$ cat src/rtl/pulpino_boot_ctrl_if.sv
// pulpino_boot_ctrl_if: host requests, PIO heartbeat and PULPino configuration conduit for the boot sequencer
// slave modport: the sequencer view (requests/PIO in, core controls and status out).
// master modport: the host/system view (drives requests/PIO, observes core controls and status).
interface pulpino_boot_ctrl_if;
    logic        master_reset_i;
    logic        halt_req_i;
    logic        boot_sel_i;
    logic        cg_en_i;
    logic [31:0] pio_out_i;
    logic        core_rst_n_o;
    logic        fetch_enable_o;
    logic [31:0] boot_addr_o;
    logic        clock_gating_o;
    logic        testmode_o;
    logic [1:0]  state_o;
    logic [7:0]  restart_cnt_o;
    logic        wdt_trip_o;
    modport slave (
        input  master_reset_i, halt_req_i, boot_sel_i, cg_en_i, pio_out_i,
        output core_rst_n_o, fetch_enable_o, boot_addr_o, clock_gating_o, testmode_o,
               state_o, restart_cnt_o, wdt_trip_o
    );
    modport master (
        output master_reset_i, halt_req_i, boot_sel_i, cg_en_i, pio_out_i,
        input  core_rst_n_o, fetch_enable_o, boot_addr_o, clock_gating_o, testmode_o,
               state_o, restart_cnt_o, wdt_trip_o
    );
endinterface

$ cat src/rtl/pulpino_boot_ctrl.sv
// pulpino_boot_ctrl: boot and run-time sequencer releasing, watching and re-booting the PULPino core
// clk_clk: system clock. reset_reset_n: asynchronous active-low reset.
// bus (pulpino_boot_ctrl_if.slave): master_reset_i/halt_req_i requests, boot_sel_i, cg_en_i, pio_out_i heartbeat;
//   core_rst_n_o, fetch_enable_o, boot_addr_o, clock_gating_o, testmode_o, state_o, restart_cnt_o, wdt_trip_o.
// Build option PULPINO_BOOT_WDT_EN adds the heartbeat watchdog; without it wdt_trip_o is 0 and pio_out_i is ignored.
module pulpino_boot_ctrl #(
    parameter logic [31:0] BOOT_ADDR_ROM = 32'h0000_8000,
    parameter logic [31:0] BOOT_ADDR_ALT = 32'h0000_0000,
    parameter int unsigned RST_CYCLES    = 16,
    parameter int unsigned FETCH_DLY     = 4,
    parameter int unsigned DRAIN_CYCLES  = 8,
    parameter logic [31:0] WDT_CYCLES    = 32'd1000000,
    parameter int unsigned HB_BIT        = 0
) (
    input logic                clk_clk,
    input logic                reset_reset_n,
    pulpino_boot_ctrl_if.slave bus
);
    localparam logic [1:0] SETUP = 2'd0, RELEASE = 2'd1, RUN = 2'd2, HALT = 2'd3;
    logic [1:0]  state_q, state_d;
    logic [31:0] cnt_q, cnt_d;
    logic [31:0] boot_addr_q, boot_addr_d;
    logic [7:0]  restart_cnt_q, restart_cnt_d;
    logic        init_q, core_rst_n_q, fetch_enable_q, clock_gating_q;
    logic        hold, timeout, reboot, unused_cfg;
    assign hold       = bus.master_reset_i | bus.halt_req_i;
    assign reboot     = state_q == HALT && state_d == SETUP;
    assign unused_cfg = ^{bus.pio_out_i, WDT_CYCLES, 32'(HB_BIT)};
    // The first edge after reset acts as the SETUP entry edge, so it loads the boot address and does not count.
    always_comb begin
        state_d = state_q;
        cnt_d   = cnt_q + 32'd1;
        case (state_q)
            SETUP: begin
                if (init_q || hold) cnt_d = '0;
                else if (cnt_q == RST_CYCLES - 1) state_d = RELEASE;
            end
            RELEASE: begin
                if (bus.master_reset_i) state_d = HALT;
                else if (cnt_q == FETCH_DLY - 1) state_d = RUN;
            end
            RUN: if (hold || timeout) state_d = HALT;
            default: begin
                if (cnt_q == DRAIN_CYCLES - 1) begin
                    cnt_d = cnt_q;
                    if (!hold) state_d = SETUP;
                end
            end
        endcase
        if (state_d != state_q) cnt_d = '0;
    end
    assign boot_addr_d   = (init_q || reboot) ? (bus.boot_sel_i ? BOOT_ADDR_ALT : BOOT_ADDR_ROM) : boot_addr_q;
    assign restart_cnt_d = (reboot && restart_cnt_q != 8'hFF) ? restart_cnt_q + 8'd1 : restart_cnt_q;
    always_ff @(posedge clk_clk or negedge reset_reset_n) begin
        if (!reset_reset_n) begin
            state_q        <= SETUP;
            cnt_q          <= '0;
            init_q         <= 1'b1;
            boot_addr_q    <= BOOT_ADDR_ROM;
            restart_cnt_q  <= '0;
            core_rst_n_q   <= 1'b0;
            fetch_enable_q <= 1'b0;
            clock_gating_q <= 1'b0;
        end else begin
            state_q        <= state_d;
            cnt_q          <= cnt_d;
            init_q         <= 1'b0;
            boot_addr_q    <= boot_addr_d;
            restart_cnt_q  <= restart_cnt_d;
            core_rst_n_q   <= state_d != SETUP;
            fetch_enable_q <= state_d == RUN;
            clock_gating_q <= state_d == RUN && bus.cg_en_i;
        end
    end
`ifdef PULPINO_BOOT_WDT_EN
    logic        hb_q, hb_edge, wdt_trip_q;
    logic [31:0] wdt_q;
    assign hb_edge = bus.pio_out_i[HB_BIT] ^ hb_q;
    // Trips on the edge where the count would become WDT_CYCLES-1; a heartbeat edge on that cycle cancels it.
    assign timeout = state_q == RUN && !hb_edge && wdt_q == WDT_CYCLES - 32'd2;
    always_ff @(posedge clk_clk or negedge reset_reset_n) begin
        if (!reset_reset_n) begin
            hb_q       <= 1'b0;
            wdt_q      <= '0;
            wdt_trip_q <= 1'b0;
        end else begin
            hb_q       <= bus.pio_out_i[HB_BIT];
            wdt_q      <= state_q != RUN ? (state_d == RUN ? '0 : wdt_q) : (hb_edge ? '0 : wdt_q + 32'd1);
            wdt_trip_q <= timeout && !hold;
        end
    end
    assign bus.wdt_trip_o = wdt_trip_q;
`else
    assign timeout        = 1'b0;
    assign bus.wdt_trip_o = 1'b0;
`endif
    assign bus.state_o        = state_q;
    assign bus.core_rst_n_o   = core_rst_n_q;
    assign bus.fetch_enable_o = fetch_enable_q;
    assign bus.boot_addr_o    = boot_addr_q;
    assign bus.clock_gating_o = clock_gating_q;
    assign bus.testmode_o     = 1'b0;
    assign bus.restart_cnt_o  = restart_cnt_q;
endmodule

$ cat src/flat_wrapper.sv
// flat-port wrapper written by rule: the top's interface ports become plain ports
module pulpino_boot_ctrl_flat 
#(
    parameter logic [31:0] BOOT_ADDR_ROM = 32'h0000_8000,
    parameter logic [31:0] BOOT_ADDR_ALT = 32'h0000_0000,
    parameter int unsigned RST_CYCLES    = 16,
    parameter int unsigned FETCH_DLY     = 4,
    parameter int unsigned DRAIN_CYCLES  = 8,
    parameter logic [31:0] WDT_CYCLES    = 32'd1000000,
    parameter int unsigned HB_BIT        = 0
)
  (clk_clk, reset_reset_n, bus_master_reset_i, bus_halt_req_i, bus_boot_sel_i, bus_cg_en_i, bus_pio_out_i, bus_core_rst_n_o, bus_fetch_enable_o, bus_boot_addr_o, bus_clock_gating_o, bus_testmode_o, bus_state_o, bus_restart_cnt_o, bus_wdt_trip_o);
  pulpino_boot_ctrl_if bus_i ();
  input logic clk_clk;
  input logic reset_reset_n;
  input wire logic [$bits(bus_i.master_reset_i)-1:0] bus_master_reset_i;
  input wire logic [$bits(bus_i.halt_req_i)-1:0] bus_halt_req_i;
  input wire logic [$bits(bus_i.boot_sel_i)-1:0] bus_boot_sel_i;
  input wire logic [$bits(bus_i.cg_en_i)-1:0] bus_cg_en_i;
  input wire logic [$bits(bus_i.pio_out_i)-1:0] bus_pio_out_i;
  output wire logic [$bits(bus_i.core_rst_n_o)-1:0] bus_core_rst_n_o;
  output wire logic [$bits(bus_i.fetch_enable_o)-1:0] bus_fetch_enable_o;
  output wire logic [$bits(bus_i.boot_addr_o)-1:0] bus_boot_addr_o;
  output wire logic [$bits(bus_i.clock_gating_o)-1:0] bus_clock_gating_o;
  output wire logic [$bits(bus_i.testmode_o)-1:0] bus_testmode_o;
  output wire logic [$bits(bus_i.state_o)-1:0] bus_state_o;
  output wire logic [$bits(bus_i.restart_cnt_o)-1:0] bus_restart_cnt_o;
  output wire logic [$bits(bus_i.wdt_trip_o)-1:0] bus_wdt_trip_o;
  assign bus_i.master_reset_i = bus_master_reset_i;
  assign bus_i.halt_req_i = bus_halt_req_i;
  assign bus_i.boot_sel_i = bus_boot_sel_i;
  assign bus_i.cg_en_i = bus_cg_en_i;
  assign bus_i.pio_out_i = bus_pio_out_i;
  assign bus_core_rst_n_o = bus_i.core_rst_n_o;
  assign bus_fetch_enable_o = bus_i.fetch_enable_o;
  assign bus_boot_addr_o = bus_i.boot_addr_o;
  assign bus_clock_gating_o = bus_i.clock_gating_o;
  assign bus_testmode_o = bus_i.testmode_o;
  assign bus_state_o = bus_i.state_o;
  assign bus_restart_cnt_o = bus_i.restart_cnt_o;
  assign bus_wdt_trip_o = bus_i.wdt_trip_o;
  pulpino_boot_ctrl #(.BOOT_ADDR_ROM(BOOT_ADDR_ROM), .BOOT_ADDR_ALT(BOOT_ADDR_ALT), .RST_CYCLES(RST_CYCLES), .FETCH_DLY(FETCH_DLY), .DRAIN_CYCLES(DRAIN_CYCLES), .WDT_CYCLES(WDT_CYCLES), .HB_BIT(HB_BIT)) u_core (.clk_clk(clk_clk), .reset_reset_n(reset_reset_n), .bus(bus_i));
endmodule
$ cat config.mk
export PLATFORM = sky130hd
export DESIGN_NAME = pulpino_boot_ctrl_flat
export DESIGN_NICKNAME = d
export VERILOG_FILES = /design/src/rtl/pulpino_boot_ctrl_if.sv /design/src/rtl/pulpino_boot_ctrl.sv /design/src/flat_wrapper.sv
export SDC_FILE = /design/constraint.sdc
export NUM_CORES = 1
export LEC_CHECK = 0
export CORE_ASPECT_RATIO = 1.1
export CORE_MARGIN = 8
export CORE_UTILIZATION = 40
export DETAILED_ROUTE_END_ITERATION = 6
export PLACE_DENSITY = 0.7
export SKIP_CTS_REPAIR_TIMING = 1
export SLEW_MARGIN = 25
export SYNTH_ARGS = -nofsm -noshare
export SYNTH_HDL_FRONTEND = slang
export SYNTH_SLANG_ARGS = --single-unit
$ cat constraint.sdc
create_clock -name clk_clk -period 2.39 [get_ports clk_clk]
set_input_delay 0.717 -clock clk_clk [delete_from_list [all_inputs] [get_ports clk_clk]]
set_output_delay 0.717 -clock clk_clk [all_outputs]
set_load 0.02 [all_outputs]
# After elaboration in Yosys (flattened, before gate mapping)
# Index checks and enable logic that the tools add are counted.
# Widths: inputs -> output; s select.
[word_totals]
regBits = 78
wordCells = 43
[classes]
addsub = 2
eq_ne = 10
muxes = 13
bitwise = 1
reduce_logical = 9
[ops]
columns = ["op", "n"]
rows = [
  ["$mux 32", 3],
  ["$pmux 32 s2", 1],
  ["$add 32x1->32 const B", 1],
  ["$eq 32x2->1 const B", 1],
  ["$eq 32x3->1 const B", 1],
  ["$eq 32x4->1 const B", 1],
  ["$mux 16", 1],
  ["$mux 2", 7],
  ["$add 8x1->8 const B", 1],
  ["$ne 8x8->1 const B", 1],
  ["$eq 2x2->1 const B", 3],
  ["$pmux 2 s3", 1],
  ["$logic_not 2->1", 2],
  ["$ne 4x4->1 const B", 1],
  ["$logic_and 1x1->1", 3],
  ["$eq 2x1->1 const B", 1],
  ["$logic_or 1x1->1", 2],
  ["$ne 2x2->1", 1],
  ["$reduce_bool 2->1", 1],
  ["$reduce_or 2->1", 1],
  ["$or 1x1->1", 1],
]

# Logic depth before layout (Yosys ltp)
# Gate-level depths: netlist of run 1.
[logic_depth]
depth_word = 7
depth_mapped = 8
ltp_nobuf = 6

# Least setup slack after synthesis of run 1
# OpenSTA, ideal clock, no wires.
[synth_timing]
path_kind = "input-to-reg"
from = "input bus_halt_req_i"
to = "register u_core.cnt_q[12]"
setup_time_ns = 0.123
arrival_ns = 1.853
required_ns = 2.267
setup_slack_ns = 0.414
stages = 7
cell_sequence = "or2_2 nor3_1 and4_4 a211o_1 buf_2 buf_6 a21oi_1"
[synth_between]
elab_chain_cells = 6
word_cells_on_any_way = 12
classes_between = "2 x eq/ne; 8 x mux; 1 x bitwise; 1 x reduce/logical"
[synth_rtl]
columns = ["item", "line_no", "rtl"]
rows = [
  ["start, declared", "flat_wrapper.sv:17", "input wire logic [$bits(bus_i.halt_req_i)-1:0] bus_halt_req_i;"],
  ["$or 1x1->1 (*)", "pulpino_boot_ctrl.sv:26", "assign hold = bus.master_reset_i | bus.halt_req_i;"],
  ["$mux 2 or $logic_or 1x1->1 (tied branches)", "pulpino_boot_ctrl.sv:46, pulpino_boot_ctrl.sv:35", ""],
  ["$mux 2 (on tied branches)", "pulpino_boot_ctrl.sv:44, pulpino_boot_ctrl.sv:35", ""],
  ["$pmux 2 s3", "pulpino_boot_ctrl.sv:33", "case (state_q)"],
  ["$ne 2x2->1", "pulpino_boot_ctrl.sv:50", "if (state_d != state_q) cnt_d = '0;"],
  ["$ne 4x4->1 (no source line) or $mux 32 (tied branches)", "-", ""],
  ["end signal, assigned", "pulpino_boot_ctrl.sv:66", "cnt_q <= cnt_d;"],
  ["end, declared", "pulpino_boot_ctrl.sv:21", "logic [31:0] cnt_q, cnt_d;"],
]
# Every way passes the cells marked *; elsewhere a longest branch is shown, timed or not.
# A chain may end at the register's enable or synchronous reset.

# Final worst setup path of run 1
[layout_timing]
from = "register u_core.state_q[0], in the netlist u_core.bus.state_o[0]"
to = "output bus_state_o[0]"
[layout_lines]
columns = ["item", "line_no", "rtl"]
rows = [
  ["start, declared", "pulpino_boot_ctrl.sv:20", "logic [1:0] state_q, state_d;"],
  ["start signal, assigned", "pulpino_boot_ctrl.sv:65", "state_q <= state_d;"],
  ["end, declared", "flat_wrapper.sv:26", "output wire logic [$bits(bus_i.state_o)-1:0] bus_state_o;"],
]
# No word-level cell between the ends.

==> results of run 1 <==
[through the flow]
stage | TNS, ns | total power [mW]
floorplan | 0 | 0.924
global placement | -0.0360 | 0.925
detailed placement | -0.0959 | 0.926
CTS | 0 | 1.40
global route | 0 | 1.44
finish | 0 | 1.39
[cells in the final DEF (no fill, tap or decap), types with 14 or more instances in the layout]
cell and instances:
nand2_1 20, xnor2_1 18, nand3_1 16, xor2_1 18, a21oi_1 26, conb_1 34
clkdlybuf4s50_1 18, nor3_1 14, dfrtp_1 45, nor4_1 16
[cell families after synthesis]
| group | share of synthesized area |
|---|---|
| DFF | 0.427 |
| other | 0.00136 |
| adders and majority gates | 0.00907 |
| and+or+nand+nor | 0.244 |
| AOI/OAI and AO/OA | 0.0753 |
| muxes | 0.00817 |
| buffers and inverters | 0.120 |
| xor gates and xnor gates | 0.114 |
[state kept, by name (all words and copies together) (netlist names)]
name and cells:
u_core.bus.core_rst_n_o 1, u_core.bus.restart_cnt_o 8, u_core.bus.boot_addr_o 1, u_core.cnt_q 32, u_core.bus.clock_gating_o 1, u_core.init_q 1
u_core.bus.fetch_enable_o 1, u_core.bus.state_o 2
[power by group through the flow]
stage / sequential (mW) / combinational (mW) / clock, mW
floorplan: 0.820 / 0.105 / 0
global placement: 0.818 / 0.107 / 0
detailed placement: 0.818 / 0.108 / 0
CTS: 0.802 / 0.108 / 0.489
global route: 0.803 / 0.120 / 0.515
finish: 0.802 / 0.108 / 0.477
[final cells by class]
type / count / area [um^2] / area share
flip-flops and latches: 47 / 1180 / 0.380
clock buffers: 6 / 82.6 / 0.0266
repair buffers: 35 / 343 / 0.110
clock inverters: 1 / 5.00 / 0.00161
inverters: 6 / 22.5 / 0.00725
well taps: 82 / 103 / 0.0330
multi-input cells: 224 / 1370 / 0.442
[final timing paths]
kind                                                   from                           to  slack (ns)
min in group clk_clk            u_core.bus.restart_cnt_o[7]  u_core.bus.restart_cnt_o[7]        0.51
worst min register to register  u_core.bus.restart_cnt_o[7]  u_core.bus.restart_cnt_o[7]        0.51
worst max register to register              u_core.cnt_q[0]             u_core.cnt_q[27]        0.26
worst min-delay path                          reset_reset_n             u_core.cnt_q[13]        0.42
worst max-delay path                  u_core.bus.state_o[0]               bus_state_o[0]        0.16
max in group asynchronous                     reset_reset_n              u_core.cnt_q[0]        1.40
[per-layer routing]
metal  vias up  GRT usage  share of wire
met3         7     0.0328          0.049
met5         -          0              0
li1       1005          -              -
met1      1028      0.147           0.45
met4         0     0.0288         0.0090
met2        39      0.210           0.49
==> reports/results.ini, run 1 <==
[run_status]
status = finished clean

[logic_synthesis]
synth-edff-count = 0
ys_async_sr_fraction = 1.00
synth_seq_cells = 47
synth_cell_types = 41
syn_avg_cell_area_um2 = 9.68
ys_top_cells_by_count = 45 x dfrtp_1, 34 x buf_4, 26 x a21oi_1
ys_top_cells_by_area = dfrtp_1 41%, buf_4 9.3%, xnor2_1 5.7%
ys_seq_area_frac = 0.427
synth_most_common_cell = dfrtp_1
synth_top_area_cell = dfrtp_1
netlist.area_leader.share = 0.408
yosys_warnings = 0
syn_inst = 285
synth_area_um2 = 2760
synth_ff_type = dfrtp_1

[sta]
hold_violations = 0
setup_viol = 0
finClkSkew_ns = 0.00402
fin_ws_ns = 0.161
fin_crit_ns = 2.23
maxSlewViolCount = 0
fmax_mhz = 449
tightest_slew_ns = 0.580
whs_ns = 0.416
relSlewSlack = 0.613
grt_setup_unrepaired = no
finalCritPeriodShare = 0.933

[clock_network]
cts.clk_slew.worst_paths_ns = 0.08
root_buffer = clkbuf_8
tritoncts = yes
cts_buffers = 5
cts_max_level = 2
clock-sinks = 47
cts_max_path_buffers = 2
clock_latency_ns = 0.29

[detailed_routing]
dr.pass1.iters = 4
route.detailed.drc = 0
via_per_inst = 5.18
num_vias = 2079
ant_nets = 0
routedWlPerCell_um = 14.2
wirelength_um = 5680
drtIter0Drc = 114

[placed_design]
portBuffers = 19
place.gp.congestion = 0.890
post-place-ws_ns = -0.0148
place_inst = 394
dpl.hpwl_um = 4180
postPlaceCellArea_um2 = 3020

[power]
power.switching_uw = 336
p_int_mw = 1.05
p_per_area_nw_per_um2 = 447
power_frac_comb = 0.078
p_leak_nw = 1.31
peakVddDrop_uv = 373
p_clk_frac = 0.344
power_frac_seq = 0.578
p_sw_frac = 0.242

[critical_path]
cp_cell_sequence = clkdlybuf4s50_1
critical_path.endpoint_type = output port
crit_family = buffers and inverters
critPathBufInv = 1
cp_slowest_stage_delay_ns = 0.67
cp.arrival_ns = 1.51
crit_type = reg -> out
cpMaxStageDelayCell = clkdlybuf4s50_1
reg2regPathDepth = 7
path_max_fanout = 10
timing.critical_path.from_type = flop
path_depth = 1
critPathRequiredTime_ns = 1.67

[floorplan]
row_count = 31
die_y_um = 103
start_util = 0.416
io_pins = 85
die_w_um = 95.2
die-area_um2 = 9810
coreArea_um2 = 6630

[cells_and_area]
n_antenna_cell = 0
area_delta_synth_final_pct = 12.6
fin_util = 0.468
design_area_um2 = 3110
fin_nets = 359
drive_above_1_share = 0.132
fin_cells = 401
n_fill_cell = 622

[global_route]
antenna_found_initial = 0
gr-total-overflow = 0
grt.total_usage = 0.122
grt_pass1_wl_um = 9710
grt_max_degree = 28
grt_pass1_vias = 2119

[job]
cap_violations = 0

[worst_hold_path]
hp-class = in -> async

No activity file was read; power rests on OpenSTA's default activity.
==> run 2, diff against run 1 <==
Settings changed: SETUP_SLACK_MARGIN set to 0.2.
==> run 2 against run 1 <==
Die area is the same; clock-buffer cell count is the same; sequential share of layout area shrank 0.29 points; sequential power is essentially flat; global-route usage is the same; clock skew grew 0.0017 ns; largest power group unchanged; first-iteration DRC count grew 4.4%; power grew 0.19%.
==> reports/results.ini, run 2 (synthesis results as in run 1) <==
[power]
peakVddDrop_uv = 375  ; was 373 uV
total_power_mw = 1.39  ; about the same
p_leak_nw = 1.33  ; was 1.31 nW
p_per_area_nw_per_um2 = 444  ; was 447 nW/um^2

[floorplan]
io_pins = 85  ; unchanged
die_y_um = 103  ; unchanged
start_util = 0.416  ; unchanged
coreArea_um2 = 6630  ; unchanged
row_count = 31  ; unchanged
die-area_um2 = 9810  ; unchanged
die_w_um = 95.2  ; unchanged

[critical_path]
critPathBufInv = 1  ; unchanged
critical_path.endpoint_type = output port  ; unchanged
cpMaxStageDelayCell = clkdlybuf4s50_1  ; unchanged
timing.critical_path.from_type = flop  ; unchanged
cp_slowest_stage_delay_ns = 0.60  ; was 0.67 ns
crit_type = reg -> out  ; unchanged
critPathRequiredTime_ns = 1.67  ; about the same
cp.arrival_ns = 1.44  ; was 1.51 ns
cp_cell_sequence = clkdlybuf4s50_1  ; unchanged
crit_family = buffers and inverters  ; unchanged
path_max_fanout = 2  ; was 10

[placed_design]
place.gp.congestion = 0.890  ; unchanged
portBuffers = 19  ; unchanged
place_inst = 394  ; unchanged
dpl.hpwl_um = 4180  ; unchanged
postPlaceCellArea_um2 = 3020  ; unchanged

[global_route]
grt_pass1_vias = 2119  ; unchanged
grt_pass1_wl_um = 9710  ; unchanged
grt.total_usage = 0.122  ; unchanged
antenna_found_initial = 0  ; unchanged
grtUsageMet1 = 0.147  ; unchanged
use_met2 = 0.210  ; unchanged
gr-total-overflow = 0  ; unchanged
top_usage_layer = met2  ; unchanged
met3_usage = 0.0328  ; unchanged
grt_max_degree = 28  ; unchanged

[sta]
tightest_slew_ns = 0.579  ; was 0.580 ns
finClkSkew_ns = 0.00568  ; was 0.00402 ns
relSlewSlack = 0.614  ; was 0.613
timing.setup.tns_ns = 0  ; unchanged
fin_crit_ns = 2.15  ; was 2.23 ns
hold_violations = 0  ; unchanged
grt_setup_unrepaired = yes  ; was no
finalCritPeriodShare = 0.901  ; was 0.933
maxSlewViolCount = 0  ; unchanged
whs_ns = 0.417  ; was 0.416 ns
setup_viol = 0  ; unchanged
fmax_mhz = 465  ; was 449 MHz

[detailed_routing]
route.detailed.drc = 0  ; unchanged
drtIter0Drc = 119  ; was 114
ant_nets = 0  ; unchanged
dr.pass1.iters = 4  ; unchanged
via_per_inst = 5.17  ; was 5.18
routedWlPerCell_um = 14.1  ; was 14.2 um
wirelength_um = 5670  ; was 5680 um
num_vias = 2077  ; was 2079

[cells_and_area]
fin_nets = 360  ; was 359
drive_above_1_share = 0.150  ; was 0.132
multi_input_area_um2 = 1390  ; was 1370 um^2
layout.area.seq_um2 = 1180  ; about the same
final_common_cell = dfrtp_1  ; unchanged
regMostFlops = u_core.cnt_q  ; unchanged
final_cell_mix = 44 x dfrtp_1, 34 x conb_1, 26 x a21oi_1  ; was 45 x dfrtp_1, 34 x conb_1, 26 x a21oi_1
design_area_um2 = 3130  ; was 3110 um^2
fin_cells = 402  ; was 401
n_fill_cell = 618  ; was 622
n_antenna_cell = 0  ; unchanged
largest_register_ffs = 32  ; unchanged
area_delta_synth_final_pct = 13.6  ; was 12.6%

[worst_hold_path]
hp-class = in -> async  ; unchanged

[clock_network]
cts_buffers = 5  ; unchanged
cts_max_path_buffers = 2  ; unchanged
clock_latency_ns = 0.29  ; about the same
root_buffer = clkbuf_8  ; unchanged
tritoncts = yes  ; unchanged
cts.clk_slew.worst_paths_ns = 0.08  ; about the same
clock-sinks = 47  ; unchanged
cts_max_level = 2  ; unchanged

[run_status]
status = finished clean  ; unchanged

[job]
cap_violations = 0  ; unchanged

[run 2: changes by cell type in the layout (fill, tap and decap cells not counted), sizes merged]
cell	change
dlymetal6s2s	+1
clkdlybuf4s50	-1
buf	+1
[run 2: layout make-up]
| class | count | area share |
|---|---|---|
| sequential | 47 | 0.377 |
| inverter | 6 | 0.00719 |
| tap | 82 | 0.0327 |
| timing repair buffer | 36 | 0.113 |
| multi-input combinational | 224 | 0.443 |
| clock buffer | 6 | 0.0264 |
| clock inverter | 1 | 0.00160 |
[run 2: per-stage QoR]
| stage | utilization | worst slack [ns] |
|---|---|---|
| floorplan | - | 0.414 |
| detailed placement | 0.455 | -0.0148 |
| finish | 0.472 | 0.237 |
| global placement | 0.455 | -0.00534 |
| global route | 0.472 | 0.160 |
| CTS | 0.468 | 0.150 |
[run 2: layer usage]
metal  vias up  routed length (um)  share of wire
met3         8                 276          0.049
met4         0                  51         0.0090
met2        38                2800           0.49
met5         -                   0              0
li1       1008                   -              -
met1      1023                2540           0.45
[run 2: path summary, 6_finish.rpt]
kind / start / end / slack (ns) / cells past startpoint
worst max register to register: u_core.cnt_q[1] / u_core.cnt_q[27] / 0.32 / 7
worst min-delay path: reset_reset_n / u_core.cnt_q[13] / 0.42 / 1
max in group asynchronous: reset_reset_n / u_core.cnt_q[11] / 1.40 / 2
worst max-delay path: u_core.bus.boot_addr_o[15] / bus_boot_addr_o[15] / 0.24 / 1
worst min register to register: u_core.bus.restart_cnt_o[7] / u_core.bus.restart_cnt_o[7] / 0.51 / 1
min in group clk_clk: u_core.bus.restart_cnt_o[7] / u_core.bus.restart_cnt_o[7] / 0.51 / 1
[run 2: report_power, final]
group	switching [mW]	internal, mW
logic	0.0835	0.0262
clock network	0.251	0.227
registers	0.00286	0.800
total	0.337	1.05
